--- config.mk ---
export PLATFORM = sky130hd
export DESIGN_NAME = mem_bank_arbiter_flat
export DESIGN_NICKNAME = d
export VERILOG_FILES = /design/src/rtl/mem_bank_arbiter_if.sv /design/src/rtl/mem_bank_arbiter.sv /design/src/flat_wrapper.sv
export SDC_FILE = /design/constraint.sdc
export NUM_CORES = 1
export LEC_CHECK = 0
export ABC_AREA = 1
export BUFFER_PORTS_ARGS = -buffer_cell sky130_fd_sc_hd__buf_4
export CAP_MARGIN = 40
export CORE_ASPECT_RATIO = 1.1
export CORE_MARGIN = 4
export CORE_UTILIZATION = 40
export DETAILED_ROUTE_END_ITERATION = 6
export GPL_ROUTABILITY_DRIVEN = 0
export GPL_TIMING_DRIVEN = 0
export PLACE_DENSITY = 0.68
export SETUP_SLACK_MARGIN = 0.5
export SLEW_MARGIN = 20
export SYNTH_ARGS = -nofsm -noshare
export SYNTH_HDL_FRONTEND = slang
export SYNTH_SLANG_ARGS = --single-unit
--- constraint.sdc ---
create_clock -name clk -period 4.65 [get_ports clk]
set_input_delay 0.2325 -clock clk [delete_from_list [all_inputs] [get_ports clk]]
set_output_delay 0.2325 -clock clk [all_outputs]
set_load 0.05 [all_outputs]
--- src/rtl/mem_bank_arbiter_if.sv ---
// rtl/mem_bank_arbiter_if.sv - requester and memBank signal bundle for the bank arbiter
interface mem_bank_arbiter_if #(
  parameter int NUM_REQ    = 4,
  parameter int ADDR_W     = 30,
  parameter int DATA_W     = 8,
  parameter int BURST_BITS = 2
);
  logic [NUM_REQ-1:0]            req_valid;
  logic [NUM_REQ-1:0]            req_wr;
  logic [NUM_REQ*ADDR_W-1:0]     req_addr;
  logic [NUM_REQ*DATA_W-1:0]     req_wdata;
  logic [NUM_REQ*BURST_BITS-1:0] req_burst;
  logic [NUM_REQ-1:0]            req_grant;
  logic [NUM_REQ-1:0]            beat_ack;
  logic [NUM_REQ-1:0]            req_done;
  logic [DATA_W-1:0]             rsp_data;
  logic                          err;
  logic                          bank_req;
  logic                          bank_wr;
  logic [ADDR_W-1:0]             bank_addr;
  logic [DATA_W-1:0]             bank_wdata;
  logic                          bank_busy;
  logic [DATA_W-1:0]             bank_rdata;

  // Arbiter side: consumes requests and bank status, drives grants and the bank port.
  modport master (
    input  req_valid, req_wr, req_addr, req_wdata, req_burst, bank_busy, bank_rdata,
    output req_grant, beat_ack, req_done, rsp_data, err,
    output bank_req, bank_wr, bank_addr, bank_wdata
  );

  // Requester/bank side.
  modport slave (
    output req_valid, req_wr, req_addr, req_wdata, req_burst, bank_busy, bank_rdata,
    input  req_grant, beat_ack, req_done, rsp_data, err,
    input  bank_req, bank_wr, bank_addr, bank_wdata
  );
endinterface

--- src/rtl/mem_bank_arbiter.sv ---
// rtl/mem_bank_arbiter.sv - round-robin burst arbiter in front of a single-byte memBank port
module mem_bank_arbiter #(
  parameter int NUM_REQ    = 4,
  parameter int ADDR_W     = 30,
  parameter int DATA_W     = 8,
  parameter int BURST_BITS = 2,
  parameter int TIMEOUT    = 64
) (
  input  logic               clk,
  input  logic               reset,
  mem_bank_arbiter_if.master bus
);
  localparam int IDX_W  = (NUM_REQ > 1) ? $clog2(NUM_REQ) : 1;
  localparam int BEAT_W = BURST_BITS + 1;
  localparam int CNT_W  = $clog2(TIMEOUT + 1);

  typedef enum logic [2:0] {IDLE, ISSUE, WAIT_BUSY, WAIT_DONE, GAP} state_t;

  state_t                state, state_nxt;
  logic [IDX_W-1:0]      ptr, gidx, pick, cand;
  logic                  pick_ok;
  logic [NUM_REQ-1:0]    grant;
  logic                  wr_q;
  logic [ADDR_W-1:0]     addr_q;
  logic [DATA_W-1:0]     wdata_q, rsp_q;
  logic [BEAT_W-1:0]     beats_q;
  logic [CNT_W-1:0]      cnt_q;
  logic                  timed_out;
  logic                  bank_req_c, err_c;
  logic [NUM_REQ-1:0]    beat_ack_c, req_done_c;

  logic [ADDR_W-1:0]     addr_arr  [NUM_REQ];
  logic [DATA_W-1:0]     wdata_arr [NUM_REQ];
  logic [BURST_BITS-1:0] burst_arr [NUM_REQ];

  for (genvar i = 0; i < NUM_REQ; i++) begin : g_unpack
    assign addr_arr[i]  = bus.req_addr[i*ADDR_W +: ADDR_W];
    assign wdata_arr[i] = bus.req_wdata[i*DATA_W +: DATA_W];
    assign burst_arr[i] = bus.req_burst[i*BURST_BITS +: BURST_BITS];
  end

  assign timed_out = ((state == WAIT_BUSY) || (state == WAIT_DONE)) && (cnt_q == CNT_W'(TIMEOUT));

  // Round-robin pick: the first requester after ptr wins; scanning far-to-near lets the nearest overwrite.
  always_comb begin
    pick_ok = 1'b0;
    pick    = '0;
    cand    = '0;
    for (int k = NUM_REQ; k >= 1; k--) begin
      cand = IDX_W'((int'(ptr) + k) % NUM_REQ);
      if (bus.req_valid[cand]) begin
        pick_ok = 1'b1;
        pick    = cand;
      end
    end
  end

  // State register.
  always_ff @(posedge clk or posedge reset) begin
    if (reset) state <= IDLE;
    else       state <= state_nxt;
  end

  // Next-state and the single-cycle pulse outputs.
  always_comb begin
    state_nxt  = state;
    bank_req_c = 1'b0;
    err_c      = 1'b0;
    beat_ack_c = '0;
    req_done_c = '0;
    case (state)
      IDLE: if (pick_ok) state_nxt = ISSUE;
      ISSUE: begin
        bank_req_c = 1'b1;
        state_nxt  = WAIT_BUSY;
      end
      WAIT_BUSY: begin
        if (timed_out) begin
          err_c      = 1'b1;
          req_done_c = grant;
          state_nxt  = IDLE;
        end else if (bus.bank_busy) begin
          state_nxt = WAIT_DONE;
        end
      end
      WAIT_DONE: begin
        if (timed_out) begin
          err_c      = 1'b1;
          req_done_c = grant;
          state_nxt  = IDLE;
        end else if (!bus.bank_busy) begin
          state_nxt = GAP;
        end
      end
      GAP: begin
        beat_ack_c = grant;
        if (beats_q == '0) begin
          req_done_c = grant;
          state_nxt  = IDLE;
        end else begin
          state_nxt = ISSUE;
        end
      end
      default: state_nxt = IDLE;
    endcase
  end

  // Transaction datapath: latch on grant, advance per beat, release grant on done or abort.
  always_ff @(posedge clk or posedge reset) begin
    if (reset) begin
      ptr     <= IDX_W'(NUM_REQ - 1);
      gidx    <= '0;
      grant   <= '0;
      wr_q    <= 1'b0;
      addr_q  <= '0;
      wdata_q <= '0;
      rsp_q   <= '0;
      beats_q <= '0;
      cnt_q   <= '0;
    end else begin
      case (state)
        IDLE: begin
          if (pick_ok) begin
            gidx    <= pick;
            grant   <= NUM_REQ'(1) << pick;
            wr_q    <= bus.req_wr[pick];
            addr_q  <= addr_arr[pick];
            wdata_q <= wdata_arr[pick];
            beats_q <= BEAT_W'(burst_arr[pick]) + BEAT_W'(1);
          end
        end
        ISSUE: cnt_q <= CNT_W'(1);
        WAIT_BUSY: begin
          if (timed_out) begin
            grant <= '0;
            ptr   <= gidx;
          end else if (bus.bank_busy) begin
            cnt_q <= CNT_W'(1);
          end else begin
            cnt_q <= cnt_q + CNT_W'(1);
          end
        end
        WAIT_DONE: begin
          if (timed_out) begin
            grant <= '0;
            ptr   <= gidx;
          end else if (!bus.bank_busy) begin
            if (!wr_q) rsp_q <= bus.bank_rdata;
            beats_q <= beats_q - BEAT_W'(1);
            addr_q  <= addr_q + ADDR_W'(1);
          end else begin
            cnt_q <= cnt_q + CNT_W'(1);
          end
        end
        GAP: begin
          if (beats_q == '0) begin
            grant <= '0;
            ptr   <= gidx;
          end else begin
            wdata_q <= wdata_arr[gidx];
          end
        end
        default: ;
      endcase
    end
  end

  assign bus.req_grant  = grant;
  assign bus.beat_ack   = beat_ack_c;
  assign bus.req_done   = req_done_c;
  assign bus.rsp_data   = rsp_q;
  assign bus.err        = err_c;
  assign bus.bank_req   = bank_req_c;
  assign bus.bank_wr    = wr_q;
  assign bus.bank_addr  = addr_q;
  assign bus.bank_wdata = wdata_q;
endmodule

--- src/flat_wrapper.sv ---
// flat-port wrapper written by rule: the top's interface ports become plain ports
module mem_bank_arbiter_flat 
#(
  parameter int NUM_REQ    = 4,
  parameter int ADDR_W     = 30,
  parameter int DATA_W     = 8,
  parameter int BURST_BITS = 2,
  parameter int TIMEOUT    = 64
)
  (clk, reset, bus_req_valid, bus_req_wr, bus_req_addr, bus_req_wdata, bus_req_burst, bus_bank_busy, bus_bank_rdata, bus_req_grant, bus_beat_ack, bus_req_done, bus_rsp_data, bus_err, bus_bank_req, bus_bank_wr, bus_bank_addr, bus_bank_wdata);
  mem_bank_arbiter_if #(.NUM_REQ(NUM_REQ), .ADDR_W(ADDR_W), .DATA_W(DATA_W), .BURST_BITS(BURST_BITS)) bus_i ();
  input  logic clk;
  input  logic reset;
  input wire logic [$bits(bus_i.req_valid)-1:0] bus_req_valid;
  input wire logic [$bits(bus_i.req_wr)-1:0] bus_req_wr;
  input wire logic [$bits(bus_i.req_addr)-1:0] bus_req_addr;
  input wire logic [$bits(bus_i.req_wdata)-1:0] bus_req_wdata;
  input wire logic [$bits(bus_i.req_burst)-1:0] bus_req_burst;
  input wire logic [$bits(bus_i.bank_busy)-1:0] bus_bank_busy;
  input wire logic [$bits(bus_i.bank_rdata)-1:0] bus_bank_rdata;
  output wire logic [$bits(bus_i.req_grant)-1:0] bus_req_grant;
  output wire logic [$bits(bus_i.beat_ack)-1:0] bus_beat_ack;
  output wire logic [$bits(bus_i.req_done)-1:0] bus_req_done;
  output wire logic [$bits(bus_i.rsp_data)-1:0] bus_rsp_data;
  output wire logic [$bits(bus_i.err)-1:0] bus_err;
  output wire logic [$bits(bus_i.bank_req)-1:0] bus_bank_req;
  output wire logic [$bits(bus_i.bank_wr)-1:0] bus_bank_wr;
  output wire logic [$bits(bus_i.bank_addr)-1:0] bus_bank_addr;
  output wire logic [$bits(bus_i.bank_wdata)-1:0] bus_bank_wdata;
  assign bus_i.req_valid = bus_req_valid;
  assign bus_i.req_wr = bus_req_wr;
  assign bus_i.req_addr = bus_req_addr;
  assign bus_i.req_wdata = bus_req_wdata;
  assign bus_i.req_burst = bus_req_burst;
  assign bus_i.bank_busy = bus_bank_busy;
  assign bus_i.bank_rdata = bus_bank_rdata;
  assign bus_req_grant = bus_i.req_grant;
  assign bus_beat_ack = bus_i.beat_ack;
  assign bus_req_done = bus_i.req_done;
  assign bus_rsp_data = bus_i.rsp_data;
  assign bus_err = bus_i.err;
  assign bus_bank_req = bus_i.bank_req;
  assign bus_bank_wr = bus_i.bank_wr;
  assign bus_bank_addr = bus_i.bank_addr;
  assign bus_bank_wdata = bus_i.bank_wdata;
  mem_bank_arbiter #(.NUM_REQ(NUM_REQ), .ADDR_W(ADDR_W), .DATA_W(DATA_W), .BURST_BITS(BURST_BITS), .TIMEOUT(TIMEOUT)) u_core (.clk(clk), .reset(reset), .bus(bus_i));
endmodule
==> results of run 1 <==
## power by group through the flow
stage / clock, mW / sequential (mW) / combinational [mW]
3_3_place_gp: 0 / 1.16 / 4.63
2_1_floorplan: 0 / 1.83 / 2.54
3_5_place_dp: 0 / 1.17 / 4.66
5_1_grt: 0.736 / 1.20 / 5.18
6_report: 0.698 / 1.17 / 4.69
4_1_cts: 0.705 / 1.16 / 4.68
## kinds of logic after synthesis
logic type	after synthesis
DFF	68
muxes	8
xor gates and xnor gates	18
and+or+nand+nor	663
buffers and inverters	116
adders and majority gates	6
AOI/OAI and AO/OA	128
## final cells by class
type                       instances  share of cell area, %
inverter                          66                  3.053
clock buffer                      10                  2.766
buffer                            50                  3.129
timing repair buffer             241                  22.13
tap                              192                  2.902
clock inverter                     6                 0.7860
multi-input combinational        823                  44.65
sequential                        68                  20.59
## per-layer routing
metal	track usage (%)	vias up	share of wire, %
met1	37.66	3372	42
met3	5.764	44	7.0
li1	-	3716	-
met5	0	-	0
met4	7.791	0	2.4
met2	47.40	302	49
## critical path, stage by stage (launching register included)
cell and delay (ns):
dfstp_2 0.51, buf_4 0.15, inv_4 0.06, nand2_1 0.08
nand3_1 0.10, nand2_1 0.09, inv_2 0.04, nand2_1 0.09
nand2_1 0.07, nand2_2 0.11, nand2_4 0.10, nor2_2 0.35
buf_2 0.35, nand2_1 0.08, nand4_1 0.16, ha_1 0.26
o211ai_1 0.16, o21ai_0 0.10
## registers in the layout, summed over array words and instances, names as in the netlist
| name | count |
|---|---|
| u_core.bus.bank_wr | 1 |
| u_core.state | 3 |
| u_core.beats_q | 3 |
| u_core.bus.req_grant | 4 |
| u_core.ptr | 2 |
| u_core.cnt_q | 7 |
| u_core.bus.rsp_data | 8 |
| u_core.bus.bank_addr | 30 |
| u_core.bus.bank_wdata | 8 |
| u_core.gidx | 2 |
## layout by cell type (no fill, tap or decap), types with 3 or more instances in the layout
cell type  instances
buf_6              4
or2_2              5
a21oi_1           52
ha_1               6
clkbuf_16          9
dfrtp_1           66
inv_2              3
xnor2_1            9
o21ai_1           16
o211ai_1           3
nor4_1             6
nand2_1          439
o21ai_0           49
mux2_2             8
nand2_2            3
nor2_1           104
buf_1              3
xor2_1             9
nand4_1           18
inv_1             61
buf_2             24
clkbuf_1          17
buf_4            242
nand3_1           64
nor3_1            16
nor2_2             3
## timing repair
action	4_1_cts	5_1_grt
hold buffers	1	0
setup endpoints to repair	0	0
hold endpoints to repair	22	0
## worst paths after layout
path | end | slack, ns | cells after the start
worst max-delay path | u_core.beats_q[1]$_DFFE_PP0P_ | 1.65 | 17
worst min-delay path | u_core.bus.rsp_data[2]$_DFFE_PP0P_ | 0.12 | 2
worst max register to register | u_core.beats_q[1]$_DFFE_PP0P_ | 1.65 | 17
worst min register to register | u_core.bus.bank_wdata[6]$_DFFE_PP0P_ | 0.48 | 2
max in group asynchronous | u_core.ptr[1]$_DFFE_PP1P_ | 3.63 | 4
min in group asynchronous | u_core.cnt_q[2]$_DFFE_PP0P_ | 0.41 | 3
==> flow_metrics.py, run 1 <==
metrics = {
    "hold_path": {
        "worstHoldPathType": "in2reg",
        "worstHoldStart": "bus_bank_rdata[2]",
    },
    "sta": {
        "setup-violations-final": 0,
        "hold_violations": 0,
        "min_period_ns": 2.999,
        "fin_setup_tns_ns": 0,
        "max_freq_ghz": 0.3334,
        "rsz0062_at_grt": "false",
        "hold-worst-slack_ns": 0.1175,
        "setup_ws_ns": 1.651,
        "tightest_slew_ns": 0.6355,
        "fin_crit_sh_pct": 64.49,
        "finalClockSkew_ns": 0.005407,
        "max-slew-margin-rel_pct": 57.63,
        "drv_slew": 0,
    },
    "clocking": {
        "clkTransAtPathRegs_ns": 0.06,
        "clockRootBuffer": "clkbuf_16",
        "insertion_delay_ns": 0.34,
        "cts_tree": "yes",
        "numCtsBuffers": 9,
        "cts-resized-gates": 0,
        "h-tree-depth": 3,
        "cts_setup_buffers": 0,
        "clkSinkCount": 68,
        "ctsLongestPathBuffers": 2,
    },
    "placed_design": {
        "port_buffers": 239,
        "dpl_worst_slack_ns": 1.671,
        "placed_area_um2": 7974,
        "hpwlAfterDp_um": 19050,
        "dp_cells": 1439,
    },
    "floorplan": {
        "row_count": 46,
        "die_area_um2": 16780,
        "core-area_um2": 14450,
        "start_util_pct": 40.91,
        "ioPinCount": 240,
        "die_x_um": 123.9,
        "die_h_um": 135.5,
    },
    "power": {
        "clkPwrFrac_pct": 10.6,
        "power_leakage_nw": 4.451,
        "intPower_mw": 2.760,
        "pwr-share-comb_pct": 71.5,
        "power_mw": 6.560,
        "sw_frac_of_total_pct": 57.93,
        "p_sw_mw": 3.800,
        "peakVddDrop_mv": 0.3472,
        "pwr-share-seq_pct": 17.9,
        "p_per_area_nw_per_um2": 792.5,
    },
    "yosys": {
        "synthFlopType": "dfrtp_1",
        "synth-edff-count": 0,
        "ys_ff_latch": 68,
        "synth_cell_types": 38,
        "ys_async_sr_fraction_pct": 100.0,
        "avgSynthCellArea_um2": 5.868,
        "synth_most_common_cell": "nand2_1",
        "ys_top_cells_by_count": "nand2_1 (439), nor2_1 (104), dfrtp_1 (66)",
        "synth.largest_area_cell": "dfrtp_1",
        "synth_compound_area_share_pct": 11.33,
        "synth_fp_nets": 1192,
        "synthMuxAreaShare_pct": 1.524,
        "synthSimpleGateAreaFrac_pct": 45.75,
        "synth_xor_area_share_pct": 2.668,
        "syn_area_um2": 5909,
        "synth_top_area_share_pct": 27.95,
        "yosys_warnings": 0,
        "synth_area_leaders": "dfrtp_1 (28%), nand2_1 (28%), nor2_1 (6.6%)",
        "postSynthCellCount": 1007,
        "synth_top_family_by_area": "simple AND/OR/NAND/NOR gates",
        "ys_seq_area_share_pct": 28.84,
        "synth_fa_ha_area_share_pct": 1.270,
    },
    "grt": {
        "overflow": 0,
        "grt_pass1_vias": 7020,
        "antenna_found_initial": 0,
        "grt_pass1_wl_um": 37230,
        "track_usage_pct": 28.54,
        "grt_max_degree": 47,
    },
    "final_layout": {
        "area_growth_pct": 40.08,
        "multi_input_area_um2": 3696,
        "n_fill_cell": 1517,
        "fin_area_um2": 8278,
        "finish.net_count": 1444,
        "drive_gt1_share_pct": 25.00,
        "diodes": 0,
        "regArea_um2": 1704,
        "utilization_pct": 57.30,
        "instances_no_fill": 1456,
    },
    "worst_setup_path": {
        "r2r-start": "u_core.ptr[0]$_DFFE_PP1P_",
        "cp-start-kind": "flop",
        "cp-startpoint": "u_core.ptr[0]$_DFFE_PP1P_",
        "end_kind": "flop",
        "worstSetupPathType": "reg2reg",
        "crit_arrival_ns": 3.22,
        "worst-path-max-fanout": 10,
        "worstPathRequired_ns": 4.87,
    },
    "drt": {
        "drt-total-wl_um": 23980,
        "vias": 7434,
        "postRouteAntennaNets": 0,
        "drtIter0Drc": 643,
        "viasPerCell": 5.106,
        "wire_per_inst_um": 16.47,
        "first_pass_iters": 6,
        "drc_errors": 0,
    },
    "job": {
        "maxCapViolations": 0,
    },
    "status": {
        "status": "completed",
    },
}
(Power assumes the default switching activity.)
==> inputs of run 2 (changes only) <==
--- a/config.mk
+++ b/config.mk
@@ -5,7 +5,7 @@
 export SDC_FILE = /design/constraint.sdc
 export NUM_CORES = 1
 export LEC_CHECK = 0
-export ABC_AREA = 1
+export ABC_AREA = 0
 export BUFFER_PORTS_ARGS = -buffer_cell sky130_fd_sc_hd__buf_4
 export CAP_MARGIN = 40
 export CORE_ASPECT_RATIO = 1.1
@@ -14,7 +14,7 @@
 export DETAILED_ROUTE_END_ITERATION = 6
 export GPL_ROUTABILITY_DRIVEN = 0
 export GPL_TIMING_DRIVEN = 0
-export PLACE_DENSITY = 0.68
+export PLACE_DENSITY = 0.7
 export SETUP_SLACK_MARGIN = 0.5
 export SLEW_MARGIN = 20
 export SYNTH_ARGS = -nofsm -noshare
==> constraint.sdc (replaced) <==
create_clock -name clk -period 3.1 [get_ports clk]
set_input_delay 0.155 -clock clk [delete_from_list [all_inputs] [get_ports clk]]
set_output_delay 0.155 -clock clk [all_outputs]
set_load 0.05 [all_outputs]
==> flow_metrics.py, run 2 <==
metrics = {
    "drt": {
        "first_pass_iters": 5,
        "drt-total-wl_um": 21350,
        "vias": 6006,
        "drtIter0Drc": 530,
        "viasPerCell": 5.988,
        "drc_errors": 0,
        "wire_per_inst_um": 21.28,
        "postRouteAntennaNets": 0,
    },
    "yosys": {
        "ys_top_cells_by_count": "nand2_1 (80), dfrtp_1 (66), a21oi_1 (38)",
        "syn_area_um2": 5215,
        "synth_fp_nets": 772,
        "synth_area_leaders": "dfrtp_1 (32%), mux4_2 (6.9%), mux2i_1 (6.5%)",
        "synth_most_common_cell": "nand2_1",
        "ys_seq_area_share_pct": 32.68,
        "avgSynthCellArea_um2": 8.884,
        "synthFlopType": "dfrtp_1",
        "synth_top_area_share_pct": 31.67,
        "synth.largest_area_cell": "dfrtp_1",
        "yosys_warnings": 0,
        "synth-edff-count": 0,
        "synth_cell_types": 73,
        "ys_ff_latch": 68,
        "ys_async_sr_fraction_pct": 100.0,
        "postSynthCellCount": 587,
    },
    "floorplan": {
        "row_count": 43,
        "start_util_pct": 41.07,
        "ioPinCount": 240,
        "die_x_um": 116.9,
        "core-area_um2": 12700,
        "die_h_um": 127.8,
        "die_area_um2": 14930,
    },
    "final_layout": {
        "diodes": 0,
        "final_cell_mix": "buf_4 (247), nand2_1 (80), dfrtp_1 (66), a21oi_1 (37)",
        "area_growth_pct": 46.26,
        "n_fill_cell": 1110,
        "largest_reg_flops": 30,
        "utilization_pct": 60.07,
        "finish.net_count": 1026,
        "final_common_cell": "buf_4",
        "instances_no_fill": 1003,
        "drive_gt1_share_pct": 40.54,
    },
    "worst_setup_path": {
        "crit_arrival_ns": 2.83,
        "end_kind": "flop",
        "worstPathRequired_ns": 3.32,
        "cp-start-kind": "flop",
        "worstSetupPathType": "reg2reg",
        "worst-path-max-fanout": 10,
    },
    "grt": {
        "met2_usage_pct": 46.94,
        "met3_usage_pct": 6.138,
        "grt_pass1_vias": 6064,
        "track_usage_pct": 27.57,
        "met1_usage_pct": 33.54,
        "grt-busiest-layer": "met2",
        "grt_pass1_wl_um": 31830,
        "antenna_found_initial": 0,
        "grt_max_degree": 41,
        "overflow": 0,
    },
    "placed_design": {
        "port_buffers": 239,
        "dp_cells": 984,
        "hpwlAfterDp_um": 16190,
        "dpl_worst_slack_ns": 0.2924,
    },
    "power": {
        "power_mw": 7.718,
        "power_leakage_nw": 3.559,
        "p_per_area_nw_per_um2": 1012,
        "peakVddDrop_mv": 0.4806,
    },
    "sta": {
        "setup_ws_ns": 0.4944,
        "max_freq_ghz": 0.3838,
        "rsz0062_at_grt": "true",
        "min_period_ns": 2.606,
        "tightest_slew_ns": 0.6185,
        "hold_violations": 0,
        "drv_slew": 0,
        "fin_crit_sh_pct": 84.05,
        "setup-violations-final": 0,
        "finalClockSkew_ns": 0.008987,
        "max-slew-margin-rel_pct": 58.77,
        "fin_setup_tns_ns": 0,
    },
    "status": {
        "status": "completed",
    },
    "clocking": {
        "h-tree-depth": 3,
        "numCtsBuffers": 9,
        "clockRootBuffer": "clkbuf_16",
        "clkSinkCount": 68,
        "clkTransAtPathRegs_ns": 0.06,
        "insertion_delay_ns": 0.34,
        "ctsLongestPathBuffers": 2,
        "cts_tree": "yes",
    },
    "hold_path": {
        "worstHoldPathType": "in2reg",
    },
    "job": {
        "maxCapViolations": 0,
    },
}
## run 2: cell type report
type                    instances  area, µm²  share of cell area [%]
multi-input cells             455       3192                   41.85
repair buffers                243       1843                   24.16
flip-flops and latches         68       1704                   22.34
clock buffers                  13      280.3                   3.675
plain buffers                  40      269.0                   3.527
well taps                     157      196.4                   2.575
inverters                      24      100.1                   1.312
clock inverters                 3      42.54                  0.5577
## run 2: per-layer routing
layer  vias to the layer above  share of wire [%]
met5                         -                  0
met2                       362                 50
li1                       2712                  -
met4                         0                3.9
met3                        73                9.9
met1                      2859                 37
## run 2: path summary, 6_finish.rpt
check / startpoint / to / slack, ns / depth (start not counted)
hold reg to reg: u_core.bus.bank_addr[16]$_DFFE_PP0P_ / u_core.bus.bank_addr[16]$_DFFE_PP0P_ / 0.51 / 1
setup / recovery: u_core.ptr[0]$_DFFE_PP1P_ / u_core.beats_q[1]$_DFFE_PP0P_ / 0.49 / 11
setup reg to reg: u_core.ptr[0]$_DFFE_PP1P_ / u_core.beats_q[1]$_DFFE_PP0P_ / 0.49 / 11
hold / removal: bus_bank_rdata[1] / u_core.bus.rsp_data[1]$_DFFE_PP0P_ / 0.05 / 2
max in group asynchronous: reset / u_core.ptr[0]$_DFFE_PP1P_ / 2.10 / 4
min in group asynchronous: reset / u_core.bus.bank_addr[28]$_DFFE_PP0P_ / 0.36 / 3
## run 2: critical path, stage by stage (launching register included)
cell	delay, ns
dfstp_2	0.56
nor2b_2	0.07
o21ai_2	0.21
o211a_1	0.23
buf_8	0.18
buf_8	0.18
buf_6	0.20
buf_6	0.18
a31oi_1	0.09
ha_1	0.30
a211oi_1	0.19
a21oi_1	0.06
## run 2: metrics by stage
| stage | hold slack [ns] | cell area (µm²) |
|---|---|---|
| 2_1_floorplan | 0.2941 | 5215 |
| 3_5_place_dp | 0.1862 | 7228 |
| 5_1_grt | 0.04651 | 7627 |
| 4_1_cts | 0.04400 | 7577 |
| 3_3_place_gp | 0.3893 | 7206 |
| 6_report | 0.04662 | 7627 |
## run 2: cell families (layout without fill, tap and decap cells)
family / count (synthesis) / after routing / share of synthesized area (%)
simple gates: 231 / 231 / 22.96
compound gates: 153 / 153 / 19.36
flops: 68 / 68 / 32.68
mux: 65 / 65 / 16.96
buf+inv: 64 / 323 / 6.598
fa+ha+maj: 6 / 6 / 1.440
## run 2: power by group
part           switching, mW  internal [mW]
sequential             0.448           1.30
clock                  0.399          0.709
combinational           3.13           1.73
## run 2: timing repair
item | 4_1_cts | 5_1_grt
endpoints found under the setup margin | 7 | 23
setup buffers | 0 | 1
pin swaps | 0 | 1
endpoints found under the hold margin | 28 | 0
resized for setup | 6 | 12
hold buffers | 1 | 0
